## src/rtl/tpu_mmio_master.sv

```systemverilog
// MMIO initiator that loads A/B into tpu_top, starts it, polls STATUS.done and streams C back out.
// Optional build macro TPU_MMIO_ID_CHECK_EN adds an ID register check before any write.
module tpu_mmio_master #(
  parameter int          N           = 4,
  parameter int          DATA_W      = 8,
  parameter int          SUM_W       = 32,
  parameter logic [15:0] TPU_BASE    = 16'h0000,
  parameter int          POLL_LIMIT  = 1024,
  parameter logic [31:0] EXPECTED_ID = 32'h0000_0000
) (
  input  logic              clk,
  input  logic              rst,
  input  logic              cmd_start,
  output logic              busy,
  output logic              done,
  output logic              err,
  // Streams: a beat transfers on a rising edge where valid && ready are both 1.
  input  logic              op_valid,
  input  logic [DATA_W-1:0] op_data,
  output logic              op_ready,
  output logic              res_valid,
  output logic [SUM_W-1:0]  res_data,
  input  logic              res_ready,
  output logic              mmio_wr,
  output logic              mmio_rd,
  output logic [15:0]       mmio_addr,
  output logic [31:0]       mmio_wdata,
  output logic [3:0]        mmio_wstrb,
  input  logic [31:0]       mmio_rdata,
  input  logic              mmio_ready
);

  localparam int NN     = N * N;
  localparam int CNT_W  = $clog2(NN + 1);
  localparam int POLL_W = $clog2(POLL_LIMIT + 1);

  localparam logic [15:0] ID_ADDR     = TPU_BASE;
  localparam logic [15:0] CTRL_ADDR   = TPU_BASE + 16'h0008;
  localparam logic [15:0] STATUS_ADDR = TPU_BASE + 16'h000C;
  localparam logic [15:0] A_BASE      = TPU_BASE + 16'h0100;
  localparam logic [15:0] B_BASE      = TPU_BASE + 16'h0200;
  localparam logic [15:0] C_BASE      = TPU_BASE + 16'h0300;

  localparam logic [CNT_W-1:0]  LAST_ELEM = CNT_W'(NN);
  localparam logic [POLL_W-1:0] POLL_LAST = POLL_W'(POLL_LIMIT);

  typedef enum logic [3:0] {
    S_IDLE,
`ifdef TPU_MMIO_ID_CHECK_EN
    S_ID_CHK,
`endif
    S_LOAD_A,
    S_LOAD_B,
    S_START,
    S_POLL,
    S_READ_C,
    S_RES_HOLD,
    S_FIN,
    S_ERR
  } state_t;

  state_t             state;
  logic [CNT_W-1:0]   cnt;
  logic [POLL_W-1:0]  poll_cnt;
  logic               bus_busy;
  logic               bus_done;
  logic               unused_ok;

  assign bus_busy   = mmio_wr | mmio_rd;
  assign bus_done   = bus_busy & mmio_ready;
  assign mmio_wstrb = 4'hF;
  // Operands are only taken when the previous write has finished, so at most one access is in flight.
  assign op_ready   = ((state == S_LOAD_A) || (state == S_LOAD_B)) && !mmio_wr;
  assign unused_ok  = ^{mmio_rdata, EXPECTED_ID};

  always_ff @(posedge clk) begin
    if (rst) begin
      state      <= S_IDLE;
      busy       <= 1'b0;
      done       <= 1'b0;
      err        <= 1'b0;
      res_valid  <= 1'b0;
      res_data   <= '0;
      mmio_wr    <= 1'b0;
      mmio_rd    <= 1'b0;
      mmio_addr  <= '0;
      mmio_wdata <= '0;
      cnt        <= '0;
      poll_cnt   <= '0;
    end else begin
      done <= 1'b0;
      if (bus_done) begin
        mmio_wr <= 1'b0;
        mmio_rd <= 1'b0;
      end

      unique case (state)
        S_IDLE: begin
          if (cmd_start) begin
            busy     <= 1'b1;
            err      <= 1'b0;
            cnt      <= '0;
            poll_cnt <= '0;
`ifdef TPU_MMIO_ID_CHECK_EN
            state    <= S_ID_CHK;
`else
            state    <= S_LOAD_A;
`endif
          end
        end

`ifdef TPU_MMIO_ID_CHECK_EN
        S_ID_CHK: begin
          if (bus_done) begin
            if (mmio_rdata != EXPECTED_ID) begin
              err   <= 1'b1;
              state <= S_ERR;
            end else begin
              state <= S_LOAD_A;
            end
          end else if (!bus_busy) begin
            mmio_rd   <= 1'b1;
            mmio_addr <= ID_ADDR;
          end
        end
`endif

        S_LOAD_A, S_LOAD_B: begin
          if (bus_done && (cnt == LAST_ELEM)) begin
            cnt   <= '0;
            state <= (state == S_LOAD_A) ? S_LOAD_B : S_START;
          end else if (op_valid && op_ready) begin
            mmio_wr    <= 1'b1;
            mmio_addr  <= ((state == S_LOAD_A) ? A_BASE : B_BASE) + 16'(cnt);
            mmio_wdata <= 32'(op_data);
            cnt        <= cnt + CNT_W'(1);
          end
        end

        S_START: begin
          if (bus_done) begin
            poll_cnt <= '0;
            state    <= S_POLL;
          end else if (!bus_busy) begin
            mmio_wr    <= 1'b1;
            mmio_addr  <= CTRL_ADDR;
            mmio_wdata <= 32'h1;
          end
        end

        S_POLL: begin
          if (bus_done) begin
            if (mmio_rdata[1]) begin
              cnt   <= '0;
              state <= S_READ_C;
            end else if ((poll_cnt + POLL_W'(1)) == POLL_LAST) begin
              err   <= 1'b1;
              state <= S_ERR;
            end else begin
              poll_cnt <= poll_cnt + POLL_W'(1);
            end
          end else if (!bus_busy) begin
            mmio_rd   <= 1'b1;
            mmio_addr <= STATUS_ADDR;
          end
        end

        S_READ_C: begin
          if (bus_done) begin
            res_data  <= mmio_rdata[SUM_W-1:0];
            res_valid <= 1'b1;
            cnt       <= cnt + CNT_W'(1);
            state     <= S_RES_HOLD;
          end else if (!bus_busy) begin
            mmio_rd   <= 1'b1;
            mmio_addr <= C_BASE + (16'(cnt) << 2);
          end
        end

        // Single-entry result buffer: the next C read waits until this word is taken.
        S_RES_HOLD: begin
          if (res_ready) begin
            res_valid <= 1'b0;
            if (cnt == LAST_ELEM) begin
              done  <= 1'b1;
              busy  <= 1'b0;
              state <= S_FIN;
            end else begin
              state <= S_READ_C;
            end
          end
        end

        S_ERR: begin
          done  <= 1'b1;
          busy  <= 1'b0;
          state <= S_FIN;
        end

        S_FIN: begin
          state <= S_IDLE;
        end

        default: begin
          state <= S_IDLE;
        end
      endcase
    end
  end

endmodule

```

## config.mk

```make
export PLATFORM = sky130hd
export DESIGN_NAME = tpu_mmio_master
export DESIGN_NICKNAME = d
export VERILOG_FILES = /design/src/rtl/tpu_mmio_master.sv
export SDC_FILE = /design/constraint.sdc
export NUM_CORES = 1
export LEC_CHECK = 0
export CORE_MARGIN = 10
export CORE_UTILIZATION = 40
export CTS_CLUSTER_SIZE = 10
export DETAILED_ROUTE_END_ITERATION = 8
export GPL_TIMING_DRIVEN = 0
export PLACE_DENSITY = 0.76
export SETUP_SLACK_MARGIN = 0.1
export SYNTH_ARGS = -nofsm -noshare
export SYNTH_HDL_FRONTEND = slang
export SYNTH_SLANG_ARGS = --single-unit
```

## constraint.sdc

```tcl
create_clock -name clk -period 2.5 [get_ports clk]
set_input_delay 0.5 -clock clk [delete_from_list [all_inputs] [get_ports clk]]
set_output_delay 0.5 -clock clk [all_outputs]
set_load 0.005 [all_outputs]
```

==> summary.md <==
| Metric | Value |
|---|---|
| # rows | `35` |
| Commonest cells in the netlist | `90 x sky130_fd_sc_hd__nand2_1, 75 x sky130_fd_sc_hd__dfxtp_1, 54 x sky130_fd_sc_hd__a21oi_1, 38 x sky130_fd_sc_hd__nor2_1, 37 x sky130_fd_sc_hd__buf_4` |
| Clock latency at the later pin of the worst-skew pair | `370 ps` |
| Number of warnings printed during yosys synthesis | `0` |
| Pins Over Slew Limit | `0` |
| Tightest Pin Transition | `727 ps` |
| Via count of the first global-routing pass | `3698` |
| Post-layout total power | `0.00357 W` |
| Fillcell total | `878` |
| Mean routed wirelength per cell | `15.2 um` |
| Setup-failing EPs final | `0` |
| Placement-stage cell area | `0.00512 mm^2` |
| Detailed-route via count | `3946` |
| Highest net fanout along the worst path | `5` |
| Depth of the CTS H-tree | `3` |
| Leading area contributor after synthesis | `sky130_fd_sc_hd__dfxtp_1` |
| DIE HEIGHT | `118 um` |
| Wire length of the first global-routing pass | `19000 um` |
| Ys async rst share | `0%` |
| Total routing resource utilization after global routing | `16.2%` |
| Antenna-violating nets left | `0` |
| Final hold viol count | `0` |
| Per-instance average area after synthesis | `7.72 um^2` |
| Syn Inst Count | `497` |
| Number of violations of the max-capacitance limit | `0` |
| Reg clk slew, reported paths | `90 ps` |
| Via-per-instance ratio | `5.06` |
| Result of the run | `completed` |
| Die extent in x | `118 um` |
| Crit path max-delay cell type | `sky130_fd_sc_hd__or4_4` |
| Power per unit of standard cell area | `652 mW/mm^2` |
| Final min period | `2350 ps` |
| Core area | `0.00928 mm^2` |
| Data arrival time at the worst-slack endpoint | `2650 ps` |
| Worst clock skew | `16.6 ps` |
| Final layout net count | `696` |
| Hold/Removal Path Class | `reg2reg` |
| Footprint of the flip-flops and latches | `0.00151 mm^2` |
| Largest stage delay on the critical path | `440 ps` |
| Leftover overflow at the end of global routing | `0` |
| Post-synthesis to final-layout area growth | `42.8%` |
| Count of routing violations after the opening detailed-route iteration | `328` |
| Maximum clock path buffer count | `2` |
| Worst endpoint required time | `2800 ps` |
| Unique masters post-synth | `60` |
| TritonCTS clock tree | `built` |
| Maximum ir drop on the vdd rail | `0.395 mV` |
| Number of enable flip-flop cells after synthesis | `0` |
| Setup slack of the most critical reg-to-reg path | `150 ps` |
| Final wirelength | `11900 um` |
| TritonCTS sink count | `75` |
| Type of element capturing the critical path | `flip-flop` |
| Area contributors post-synth | `sky130_fd_sc_hd__dfxtp_1 39%, sky130_fd_sc_hd__nand2_1 8.8%, sky130_fd_sc_hd__buf_4 7.2%` |
| Detailed placer's ending HPWL | `8930 um` |
| Clock root buffer | `sky130_fd_sc_hd__clkbuf_8` |
| Flops & latches, synth | `75` |
| DRT Pass-1 Iters | `5` |
| Flip-flop cell with the highest count after synthesis | `sky130_fd_sc_hd__dfxtp_1` |
| Crit path setup slack, layout | `152 ps` |
| Family with the most delay on the worst path | `compound AO/OA/AOI/OAI gates` |
| Period Utilization, post-route | `93.9%` |
| Area of the mapped netlist | `0.00383 mm^2` |
| Post-detailed-route DRC marker count | `0` |
| Total negative slack | `0 ps` |
| Max Fclk | `426 MHz` |
| Cell chain of the critical path | `ha_4, and3_4, a31o_1, a2111o_1, or4_4, a31oi_4, buf_6, a22o_1` |
| Startpoint kind of the worst setup timing path | `flip-flop` |
| Maximum number of pins on one net before global-route repair | `16` |
| Count leader, synth | `sky130_fd_sc_hd__nand2_1` |
| Critical path start-end classification | `reg2reg` |
| Critical path buffers and inverters | `1` |
| Starting density of the core | `41.3%` |
| Multi-input combinational cell area | `0.00210 mm^2` |
| Number of antenna cells inserted | `0` |
| I/O pin count | `137` |
| Fraction of synthesized cell area taken by the top area cell type | `39.2%` |
| Max transition margin | `51.5%` |
| Number of buffers inserted by port buffering | `100` |
| Number of buffers added by the clock tree synthesis step | `9` |
| Setup repair after global routing missed its margin | `yes` |
| Antenna violations before repair | `0` |
| Area of all placed cells without fillers | `0.00548 mm^2` |
| Share of cells above drive strength 1 | `14.6%` |
| Routability Congestion | `0.934` |
| Die footprint | `0.0139 mm^2` |
| Leakage dissipation | `2.14 nW` |
| Part of the Yosys area used for sequential elements | `39.2%` |
| Placement Setup Slack | `-227 ps` |
[metal layers]
metal | share of wire (%) | GRT usage (%) | up-vias
met4 | 1.4 | 5.64 | 0
met3 | 9.9 | 6.14 | 17
met5 | 0 | 0 | -
li1 | - | - | 1949
met1 | 44 | 20.5 | 1809
met2 | 44 | 24.5 | 171
[worst paths after layout]
| path | end | depth (start not counted) | start |
|---|---|---|---|
| min | mmio_addr[6] | 2 | mmio_addr[6] |
| max | poll_cnt[1] | 8 | poll_cnt[0] |
| min reg2reg | mmio_addr[6] | 2 | mmio_addr[6] |
| max reg2reg | poll_cnt[1] | 8 | poll_cnt[0] |
[logic make-up (layout without fill, tap and decap cells)]
logic type	Yosys count	after routing	share of synthesized area, %
AOI/OAI and AO/OA	122	122	19.7
other	2	35	0.196
xor gates and xnor gates	8	8	1.83
and+or+nand+nor	201	201	24.3
muxes	7	7	1.86
adders and majority gates	4	4	1.31
DFF	75	75	39.2
buffers and inverters	78	199	11.6
[power breakdown]
part	internal (W)	total [W]	switching (W)
logic	0.000549	0.00125	0.000700
registers	0.00128	0.00136	0.0000747
clock network	0.000476	0.000969	0.000493
total	0.00231	0.00357	0.00127
[cell usage in the layout (no fill, tap or decap), drive strengths merged, types with 11 or more instances in the layout]
master / n
buf: 48
nor3: 17
o21ai: 21
nor2: 38
dfxtp: 75
conb: 35
clkbuf: 34
inv: 13
and3: 11
nand3: 15
a21oi: 54
clkdlybuf4s50: 100
nand2: 90
[through the flow]
step / utilization [%] / cells / hold WS, ps
5_1_grt: 59.0 / 780 / 476
2_1_floorplan: - / 530 / 448
3_3_place_gp: 55.2 / 759 / 442
3_5_place_dp: 55.2 / 759 / 444
4_1_cts: 58.5 / 779 / 456
6_report: 59.0 / 780 / 455
[what timing repair did]
action	4_1_cts	5_1_grt
pin swaps	3	3
endpoints found under the hold margin	0	0
buffers inserted	3	2
hold buffers	0	0
gates cloned	1	0
setup endpoints to repair	20	66
gates resized for setup	18	19
[final cells by class]
class / instances / area share [%]
multi-input combinational: 377 / 38.4
sequential: 75 / 27.6
timing repair buffer: 106 / 19.2
buffer: 67 / 7.45
tap: 129 / 2.95
clock buffer: 9 / 2.26
clock inverter: 7 / 1.51
inverter: 10 / 0.685
[state kept, by name (all words and copies together) (netlist names), 4 cells and up]
register	flops
res_data	32
mmio_wdata	8
poll_cnt	11
mmio_addr	9
state	4
cnt	5
[worst register-to-register path, delay by kind of cell, from the launching register on]
family | cells | cell delay, ps
buf+inv | 1 | 160
flops | 1 | 360
fa+ha+maj | 1 | 160
simple gates | 2 | 620
compound gates | 4 | 990
No activity file was read; power rests on OpenSTA's default activity.
